**src/rtl/interrupt_controller_pkg.sv**
```systemverilog
// Shared encodings for the interrupt controller: hazard control unit states,
// controller FSM states and default vector table layout.
package interrupt_controller_pkg;

  typedef enum logic [2:0] {
    HCU_NORMAL       = 3'h0,
    HCU_HALT         = 3'h1,
    HCU_INTERRUPT    = 3'h2,
    HCU_STALL_FETCH  = 3'h3,
    HCU_STALL_DECODE = 3'h4,
    HCU_RETURN1      = 3'h5,
    HCU_RETURN2      = 3'h6,
    HCU_RETURN3      = 3'h7
  } hcu_state_e;

  typedef enum logic [1:0] {
    ST_IDLE    = 2'd0,
    ST_REQUEST = 2'd1,
    ST_SERVICE = 2'd2
  } ctrl_state_e;

  localparam logic [13:0] DEFAULT_VECTOR_BASE   = 14'h0040;
  localparam int          DEFAULT_VECTOR_STRIDE = 4;

endpackage

```
**src/rtl/irq_priority_encoder.sv**
```systemverilog
// Fixed-priority encoder: lowest set bit wins, valid flags any request.
module irq_priority_encoder #(
  parameter int NUM_IRQ = 8,
  parameter int ID_W    = 3
) (
  input  logic [NUM_IRQ-1:0] req,
  output logic               valid,
  output logic [ID_W-1:0]    id
);

  // NOTE: every output gets a default before the loop so no latch is inferred.
  always_comb begin
    valid = 1'b0;
    id    = '0;
    // Scan downward so the lowest index is the last (and winning) assignment.
    for (int i = NUM_IRQ - 1; i >= 0; i--) begin
      if (req[i]) begin
        valid = 1'b1;
        id    = ID_W'(i);
      end
    end
  end

endmodule

```
**src/rtl/interrupt_controller.sv**
```systemverilog
// Latches rising-edge IRQs, arbitrates enabled sources by fixed priority and
// hands one interrupt at a time to the hazard control unit.
module interrupt_controller
  import interrupt_controller_pkg::*;
#(
  parameter int          NUM_IRQ       = 8,
  parameter int          ID_W          = 3,
  parameter logic [13:0] VECTOR_BASE   = DEFAULT_VECTOR_BASE,
  parameter int          VECTOR_STRIDE = DEFAULT_VECTOR_STRIDE
) (
  input  logic               clock,
  input  logic               nreset,
  input  logic [NUM_IRQ-1:0] irq,
  input  logic               mask_wr_en,
  input  logic [NUM_IRQ-1:0] mask_wr_data,
  input  logic               global_en_wr,
  input  logic               global_en_data,
  input  logic [2:0]         control_state,
  output logic               interrupt,
  output logic [13:0]        interrupt_vector_address,
  output logic [NUM_IRQ-1:0] pending,
  output logic               in_service,
  output logic [ID_W-1:0]    active_id
);

  ctrl_state_e        state;
  logic [NUM_IRQ-1:0] irq_q;
  logic [NUM_IRQ-1:0] mask;
  logic               global_en;
  logic [NUM_IRQ-1:0] rise;
  logic [NUM_IRQ-1:0] clear_vec;
  logic               accept;
  logic               sel_valid;
  logic [ID_W-1:0]    sel_id;

  function automatic logic [13:0] vector_of(input logic [ID_W-1:0] id);
    logic [31:0] addr;
    addr = 32'(VECTOR_BASE) + 32'(id) * 32'(VECTOR_STRIDE);
    return addr[13:0];
  endfunction

  irq_priority_encoder #(
    .NUM_IRQ (NUM_IRQ),
    .ID_W    (ID_W)
  ) u_prio (
    .req   (pending & mask),
    .valid (sel_valid),
    .id    (sel_id)
  );

  assign rise      = irq & ~irq_q;
  assign accept    = (state == ST_REQUEST) && (control_state == HCU_INTERRUPT);
  assign clear_vec = accept ? (NUM_IRQ'(1) << active_id) : '0;

  // NOTE: all state uses non-blocking assignments so every register samples
  // pre-edge values, and every register has an async reset value.
  always_ff @(posedge clock or negedge nreset) begin
    if (!nreset) begin
      irq_q     <= '0;
      pending   <= '0;
      mask      <= '0;
      global_en <= 1'b0;
    end else begin
      irq_q   <= irq;
      // A new edge on the source being accepted re-arms it: set wins.
      pending <= (pending & ~clear_vec) | rise;
      if (mask_wr_en)   mask      <= mask_wr_data;
      if (global_en_wr) global_en <= global_en_data;
    end
  end

  always_ff @(posedge clock or negedge nreset) begin
    if (!nreset) begin
      state                    <= ST_IDLE;
      interrupt                <= 1'b0;
      interrupt_vector_address <= '0;
      in_service               <= 1'b0;
      active_id                <= '0;
    end else begin
      case (state)
        ST_IDLE: begin
          if (global_en && sel_valid) begin
            state                    <= ST_REQUEST;
            interrupt                <= 1'b1;
            active_id                <= sel_id;
            interrupt_vector_address <= vector_of(sel_id);
          end
        end
        ST_REQUEST: begin
          // Once raised, the request stands regardless of mask/global writes.
          if (accept) begin
            state      <= ST_SERVICE;
            interrupt  <= 1'b0;
            in_service <= 1'b1;
          end
        end
        ST_SERVICE: begin
          if (control_state == HCU_RETURN3) begin
            state      <= ST_IDLE;
            in_service <= 1'b0;
          end
        end
        default: begin
          state      <= ST_IDLE;
          interrupt  <= 1'b0;
          in_service <= 1'b0;
        end
      endcase
    end
  end

endmodule

```
**config.mk**
```make
export PLATFORM = sky130hd
export DESIGN_NAME = interrupt_controller
export DESIGN_NICKNAME = d
export VERILOG_FILES = /design/src/rtl/interrupt_controller_pkg.sv /design/src/rtl/irq_priority_encoder.sv /design/src/rtl/interrupt_controller.sv
export SDC_FILE = /design/constraint.sdc
export NUM_CORES = 1
export LEC_CHECK = 0
export CORE_MARGIN = 2
export CORE_UTILIZATION = 44
export CTS_CLUSTER_DIAMETER = 120
export DETAILED_ROUTE_END_ITERATION = 10
export GPL_TIMING_DRIVEN = 0
export PLACE_DENSITY = 0.79
export SLEW_MARGIN = 20
export SYNTH_ARGS = -nofsm -noshare
export SYNTH_HDL_FRONTEND = slang
export SYNTH_SLANG_ARGS = --single-unit
```
**constraint.sdc**
```tcl
create_clock -name clock -period 1.4 [get_ports clock]
set_input_delay 0.14 -clock clock [delete_from_list [all_inputs] [get_ports clock]]
set_output_delay 0.14 -clock clock [all_outputs]
set_load 0.01 [all_outputs]
```
==> results of run 1 <==
[per-stage QoR]
step / cell area [um2] / power (mW)
finish: 2080 / 2.76
global route: 2080 / 2.95
CTS: 2050 / 2.76
detailed placement: 1920 / 2.22
global placement: 1920 / 2.18
floorplan: 1480 / 1.75
[layout by cell type (no fill, tap or decap), drive strengths merged]
master	instances
dfrtp	33
buf	28
clkdlybuf4s50	21
o21ai	20
inv	11
dlygate4sd2	11
nand2	11
conb	10
mux2	9
a21oi	7
clkbuf	5
dlymetal6s2s	5
nand2b	4
a22oi	4
a32o	2
clkinv	2
nor3b	2
nand3	2
o31ai	2
and2b	1
nand3b	1
and3	1
nand4	1
a31oi	1
o2bb2ai	1
clkinvlp	1
dlygate4sd3	1
[layout make-up]
class / count / share of cell area, %
well taps: 44 / 2.64
inverters: 11 / 1.98
flip-flops and latches: 33 / 39.8
clock buffers: 5 / 1.80
clock inverters: 3 / 0.841
plain buffers: 15 / 5.17
multi-input cells: 79 / 24.8
repair buffers: 51 / 23.0
[kinds of logic (layout without fill, tap and decap cells)]
group,count (synthesis),in the layout
and+or+nand+nor,23,23
DFF,33,33
muxes,9,9
AOI/OAI and AO/OA,37,37
other,1,10
buffers and inverters,26,85
[power by group through the flow]
stage	clock network [mW]	logic [mW]	registers [mW]
floorplan	0	0.449	1.30
global placement	0	0.875	1.30
detailed placement	0	0.905	1.31
CTS	0.525	0.993	1.24
global route	0.577	1.11	1.26
finish	0.509	1.01	1.24
[worst paths after layout]
kind / slack, ns / startpoint / to
setup / recovery: 0.06 / pending[0] / interrupt_vector_address[4]
max in group asynchronous: 0.55 / nreset / active_id[0]
hold reg to reg: 0.43 / irq_q[0] / pending[0]
min in group asynchronous: 0.36 / nreset / irq_q[5]
hold / removal: 0.19 / mask_wr_en / mask[0]
setup reg to reg: 0.06 / pending[0] / interrupt_vector_address[4]
[state kept, by name (all words and copies together), names as in the netlist]
register	flops
irq_q	8
pending	8
active_id	2
interrupt	1
state	2
global_en	1
interrupt_vector_address	2
mask	8
in_service	1
[worst max-delay path, stage by stage, from the launching register on]
cell and delay [ns]:
dfrtp_1 0.41, buf_4 0.16, a22oi_2 0.23, nand4_1 0.21
a21oi_1 0.19, a21oi_1 0.05
[layer usage]
metal | track usage (%) | wire, um
met1 | 21.6 | 1230
met2 | 32.4 | 1570
met3 | 6.93 | 243
met4 | 9.63 | 68
met5 | 0 | 0
[synthesized netlist by cell type (all sizes together)]
master   instances
dfrtp           33
and2b            1
nor3b            2
nand3b           1
a32o             2
nand3            2
o21ai           20
and3             1
buf             15
o31ai            2
a21oi            7
nand2b           4
inv             11
a22oi            4
nand4            1
mux2             9
nand2           11
conb             1
a31oi            1
o2bb2ai          1
[what timing repair did]
action	CTS	global route
pin swaps	0	4
hold endpoints to repair	33	0
endpoints found under the setup margin	15	11
gates cloned	0	0
buffers inserted	10	1
hold buffers	1	0
resized for setup	14	10
==> flow_summary.ini, run 1 <==
[clock_tree]
clock_latency_ns = 0.34
cts_sinks = 33
tritoncts = yes
htreeDepth = 2
cts-buffers-inserted = 5
cts.clk_slew.worst_paths_ns = 0.10
cts_root_buffer = clkbuf_4
cts_buffer_depth = 2

[layout]
syn2layout_area_growth_pct = 44.1
drive_above_1_share_pct = 28.4
final-seq-area_um2 = 828
antenna_cells = 0
nets = 220
final_cells = 241
post-route-util_pct = 67.6
multi_input_area_um2 = 517
nFillCells = 243

[worst_hold_path]
min_path_type = in -> reg
hold_depth = 2

[global_routing]
grt_max_degree = 34
antenna_found_initial = 0
first_global_vias = 1172
grt_pass1_wl_um = 5010
overflow = 0
track_usage_pct = 19.3

[power_and_ir_drop]
power_frac_clock_pct = 18.4
ir_drop_mv = 0.736
switchingPower_mw = 0.925
p_int_mw = 1.83
power_density_nw_per_um2 = 1330
switching_share_pct = 33.5
p_leak_nw = 0.928
combPwrFrac_pct = 36.7
p_seq_share_pct = 44.9

[drt]
drt_iter0_markers = 33
vias = 1174
drc = 0
wirelength_um = 3110
first_pass_iters = 6
final_antenna_net_count = 0
routedWlPerCell_um = 12.9
vias_per_cell = 4.87

[timing]
post-route-period-util_pct = 96.0
min_period_ns = 1.34
fmax_mhz = 744
drv_slew = 0
tns_ns = 0
holdWs_ns = 0.193
worst_pin_slew_ns = 0.689
clock_skew_ns = 0.00788
fin_ws_ns = 0.0558
final_hold_viol_count = 0
setup_viol = 0
relSlewSlack_pct = 54.1

[setup_path]
required_ns = 1.63
path_class = reg -> reg
crit_fanout = 3
worstRegToRegCells = 5
arrival_ns = 1.58
start_kind = register
worstSetupEndpointType = register

[place]
port_buffers = 39
gp_congestion = 0.805
dp.cells = 221
dp_hpwl_um = 2260
pre_cts_ws_ns = -0.125

[synth]
ys_ff_latch = 33
synthAdderAreaFrac_pct = 0
yosysTopAreaCell = dfrtp_1
synth-compound-area-share_pct = 15.6
synth_top_area_share_pct = 57.1
synth.distinct_cells = 26
syn_inst = 129
synth_top_family_by_area = compound AO/OA/AOI/OAI gates
synthMuxAreaShare_pct = 7.01
mappedNetlistArea_um2 = 1450
yosysSeqAreaShare_pct = 57.1
synth_xor_area_share_pct = 0
synth-simple-area-share_pct = 9.70
synth_area_leaders = dfrtp_1 (57%), mux2_2 (7.0%), buf_4 (6.8%)
yosysWarnings = 0
syn_area_per_cell_um2 = 11.2

[floorplanning]
rows = 20
die_h_um = 61.3
boundaryPins = 51
die_area_um2 = 3760
die_w_um = 61.3
start_util_pct = 47.0
core-area_um2 = 3080

[run]
max-cap-violations = 0

[status]
status = completed
Power figures use the tool's default switching activity.
==> run 2: changes to the inputs <==
- CORE_ASPECT_RATIO: unset -> 1.4
==> run 2 against run 1 <==
Effect of this change:
- global-route usage up 0.41 points
- utilization down 0.33 points
- largest power group unchanged
- flip-flop and latch count unchanged
- count of clock-buffer cells in the layout up 2
- power up 8.5%
- sequential share of layout area down 0.38 points
- first-iteration DRC count down 55%
==> flow_summary.ini, run 2 (same netlist as run 1, synthesis figures left out) <==
[status]
status = completed

[power_and_ir_drop]
p_leak_nw = 0.953
ir_drop_mv = 1.07
power_density_nw_per_um2 = 1420
finalPower_mw = 3.00

[setup_path]
cp_slowest_cell = clkdlybuf4s50_1
arrival_ns = 1.21
path_class = reg -> out
slowest_delay_ns = 0.54
crit_chain = clkdlybuf4s50_1
crit_fanout = 4
path_delay_family = buffers and inverters
required_ns = 1.26
start_kind = register
crit_buf_inv = 1
worstSetupEndpointType = primary output

[place]
port_buffers = 39
pre_cts_ws_ns = -0.189
gp_congestion = 0.806
dp.cells = 216
dp_hpwl_um = 2330

[clock_tree]
cts.clk_slew.worst_paths_ns = 0.06
htreeDepth = 2
cts_root_buffer = clkbuf_8
cts_buffer_depth = 2
tritoncts = yes
cts-buffers-inserted = 5
cts_sinks = 33
clock_latency_ns = 0.28

[timing]
relSlewSlack_pct = 52.4
final_hold_viol_count = 0
min_period_ns = 1.35
rsz0062_at_grt = true
fmax_mhz = 742
worst_pin_slew_ns = 0.713
clock_skew_ns = 0.00413
post-route-period-util_pct = 96.3
fin_ws_ns = 0.0515
setup_viol = 0
drv_slew = 0

[global_routing]
first_global_vias = 1211
grt_max_degree = 34
grt_pass1_wl_um = 5380
overflow = 0
track_usage_pct = 19.7
antenna_found_initial = 0

[layout]
nets = 218
reg_top3 = irq_q: 8 flops, mask: 8 flops, pending: 8 flops
final_cells = 233
final_common_cell = dfrtp_1
drive_above_1_share_pct = 26.3
final_cell_mix = dfrtp_1 (31), clkdlybuf4s50_1 (28), buf_4 (22), o21ai_0 (16), inv_1 (11)
antenna_cells = 0
syn2layout_area_growth_pct = 45.5

[drt]
vias_per_cell = 5.01
routedWlPerCell_um = 13.8
drc = 0
drt_iter0_markers = 15
vias = 1167
first_pass_iters = 4
final_antenna_net_count = 0
wirelength_um = 3210

[floorplanning]
core-area_um2 = 3120
rows = 24
start_util_pct = 46.3
die_area_um2 = 3770
die_w_um = 52.4
boundaryPins = 51
die_h_um = 71.8

[worst_hold_path]
min_path_type = in -> reg

[run]
max-cap-violations = 0
run 2: cell count changes in the layout (fill, tap and decap cells not counted), sizes merged:
cell           previous run  this run
clkinv                    2         0
clkdlybuf4s50            21        28
clkbuf                    5         7
dlygate4sd2              11         4
buf                      28        25
dlymetal6s2s              5         6
clkinvlp                  1         0
run 2: path summary, 6_finish.rpt:
path | start | to | slack (ns) | cells after the start
setup / recovery | active_id[1] | active_id[1] | 0.05 | 1
hold / removal | mask_wr_en | mask[1] | 0.25 | 2
setup reg to reg | interrupt_vector_address[4] | pending[3] | 0.11 | 4
hold reg to reg | irq_q[5] | pending[5] | 0.42 | 1
max in group asynchronous | nreset | active_id[0] | 0.45 | 2
min in group asynchronous | nreset | pending[7] | 0.46 | 2
run 2: routing by layer:
layer / vias to the layer above / track usage [%] / share of wire, %
met5: - / 0 / 0
met4: 0 / 8.83 / 2.8
met3: 12 / 4.38 / 6.2
met2: 50 / 35.4 / 55
met1: 553 / 21.2 / 36
li1: 552 / - / -
run 2: area by class of cell:
type                    count  area, um2
repair buffers             49        473
flip-flops and latches     33        828
well taps                  39       48.8
multi-input cells          79        517
fillers                   277       1020
inverters                  11       41.3
plain buffers              15        108
clock buffers               7       86.3
run 2: per-stage QoR:
step | setup TNS, ns | utilization [%] | instance area [um2] | hold WS (ns)
after floorplan | 0 | - | 1480 | -0.156
after global placement | -12.16 | 61.4 | 1920 | 0.397
after detailed placement | -1.20 | 61.3 | 1910 | 0.236
after CTS | 0 | 66.4 | 2070 | 0.252
after global routing | -0.0309 | 67.3 | 2100 | 0.260
final | 0 | 67.3 | 2100 | 0.254
run 2: power breakdown:
| group | internal (mW) | total [mW] | switching [mW] |
|---|---|---|---|
| clock network | 0.389 | 0.695 | 0.306 |
| logic | 0.571 | 1.04 | 0.465 |
| registers | 1.11 | 1.26 | 0.150 |
| total | 2.07 | 3.00 | 0.922 |
run 2: repair_timing:
item | 4_1_cts | 5_1_grt
hold buffers | 1 | 0
hold endpoints to repair | 33 | 0
setup endpoints to repair | 10 | 12
setup buffers | 9 | 0
resized for setup | 6 | 9
gates cloned | 0 | 0
pin swaps | 0 | 3
==> run 3: changes to the inputs <==
- CAP_MARGIN: unset -> 20
==> results of run 3 <==
Final layout, timing and power as in run 2 (identical DEF).
==> variant: new RTL, flow settings as in run 2 <==
`ID_W` is set to 3 in 2 places; all go to 2.
--- a/src/rtl/irq_priority_encoder.sv
+++ b/src/rtl/irq_priority_encoder.sv
@@ -3,3 +3,3 @@
   parameter int NUM_IRQ = 8,
-  parameter int ID_W    = 3
+  parameter int ID_W    = 2
 ) (
--- a/src/rtl/interrupt_controller.sv
+++ b/src/rtl/interrupt_controller.sv
@@ -6,3 +6,3 @@
   parameter int          NUM_IRQ       = 8,
-  parameter int          ID_W          = 3,
+  parameter int          ID_W          = 2,
   parameter logic [13:0] VECTOR_BASE   = DEFAULT_VECTOR_BASE,
Interface: changed (resized active_id); port bits go from 51 to 50. No check against the original RTL was run, so the function may have changed too.
==> variant against run 2 <==
  * The flow now finishes with violations (negative setup slack)
  * Critical path type is now register to register
  * Design area down 6.3%
  * Power is 9.2% lower
  * Highest routed layer unchanged
  * Setup slack worse by 0.25 ns
  * Largest power group unchanged
  * Fmax shrank 15%
  * Sequential cell count is 1 lower
  * Synthesized area down 6.9%
  * Clock power grew 3.2%
  * Critical endpoint is now active_id[0]
  * Routed wire length down 9.6%
==> variant: results (changes against run 2) <==
CP delay by family, top compound AO/OA/AOI/OAI gates; Worst-Margin Slew 0.6973 ns (-0.01601 ns); drt first-iter violations 31 (+16); First-pass DRT Iterations 4 (unchanged); final wirelength 2899 µm (-9.6%); Worst Path Max Fanout 2 (-2); met2 usage 30.56% (-4.9 points); hpwl dp 2043 µm (-12%); VDD IR max 0.9939 mV (-6.7%); clk_skew 0.004929 ns (+0.0008026 ns); vias in the first global route 1031 (-15%); Reg2Reg Setup Slack -0.20 ns (-0.31 ns); DP Area 1794 µm² (-6.2%); WHS Path Cells 1 (-1); fillers 213 (-23%); Final Net Count 202 (-7.3%); met1 GRT Util 19.28% (-2.0 points); largest cells by area after synthesis dfrtp_1, mux2_2, buf_4; Longest Clk Path Bufs 2 (unchanged); synth unique cells 26 (unchanged); H-tree depth 2 (unchanged); Tot GR Track Use 18.42% (-1.3 points); gpl congestion 0.7928 (-1.6%); failing checks negative setup slack; worst reg2reg endpoint active_id[0]; initial antenna violation count 0 (unchanged); final setup vio count 6 (+6); first-pass GRT wire length 4747 µm (-12%); drt via density 4.810 (-4.0%); CP max-delay cell dfrtp_1; Min-Delay Endpoint irq_q[0]; Final WS setup -0.1956 ns (-0.2471 ns); largest net degree at the start of global routing 33 (-2.9%); status finished, violations left; worst r2r src mask[3]; count of input and output buffers 37 (-5.1%); met3 Track Usage GR 7.543% (+3.2 points); layout cells sized above 1 22.91% (-3.4 points); Synth top cells by count dfrtp_1, buf_4, inv_1; slowest stage delay, CP 0.40 ns (-0.14 ns); Pleak 0.8864 nW (-7.0%); hold slack 0.3220 ns (+0.06789 ns); hold path start irq[0]; sequential share of the synthesized area 59.53% (+2.4 points)
variant: changes by cell type after synthesis, moves of 3 or more:
cell / delta
a21o_1: +4
o21ai_0: -6
a21oi_1: -4
nand3_1: +3
o21ai_1: -4
nand2b_1: -3
variant: timing repair:
item,in CTS,in global routing
gates resized for setup,9,7
endpoints found under the setup margin,13,15
hold endpoints to repair,32,0
hold buffers,1,0
setup buffers,5,2
pin swaps,2,2
gates cloned,0,0
variant: metal layers:
layer / share of wire, % / up-vias
li1: - / 498
met1: 37 / 495
met2: 54 / 42
met3: 6.9 / 4
met4: 1.4 / 0
met5: 0 / -
variant: cell families (layout without fill, tap and decap cells):
group,Yosys count,count (layout),synth area share [%]
AO/OA/AOI/OAI,28,28,13.86
buffers and inverters,25,78,10.60
flip-flops,32,32,59.54
multiplexers,10,10,8.372
other,1,11,0.2788
AND/OR/NAND/NOR,20,20,7.349
variant: layout make-up:
class	instances	area [µm²]	area share [%]
buffer	14	101.3	5.143
clock buffer	8	90.09	4.571
inverter	11	41.29	2.095
multi-input combinational	69	460.4	23.37
sequential	32	800.8	40.63
tap	37	46.29	2.349
timing repair buffer	45	430.4	21.84
variant: through the flow:
step	std cells	total power, mW	setup TNS, ns	setup slack, ns
after floorplan	126	1.558	-0.1308	-0.1308
after global placement	200	1.908	-11.70	-0.3146
after detailed placement	200	1.932	-1.966	-0.3623
after CTS	214	2.706	-0.5395	-0.1681
after global routing	216	2.872	-0.9462	-0.2319
final	216	2.720	-0.6297	-0.1956
variant: report_power, final:
| group | leakage [nW] | internal, mW | switching (mW) |
|---|---|---|---|
| registers | 0.348 | 1.06 | 0.137 |
| clock network | 0.0455 | 0.400 | 0.317 |
| logic | 0.493 | 0.462 | 0.342 |
| total | 0.886 | 1.93 | 0.795 |
variant: how the worst max path moves through the flow:
stage	endpoint	from	cells after the start	slack, ns
after floorplan	active_id[0]	pending[3]	4	-0.13
after global placement	state[1]	nreset	1	-0.31
after detailed placement	pending[3]	control_state[1]	5	-0.36
final	active_id[0]	mask[3]	4	-0.20
after CTS	active_id[0]	pending[3]	4	-0.17
after global routing	active_id[0]	mask[3]	4	-0.23
variant: worst register-to-register path, cell delays in order (launching register included):
cell	delay [ns]
dfrtp_1	0.40
a22o_1	0.26
a221o_1	0.32
o21ai_2	0.18
mux2_4	0.32
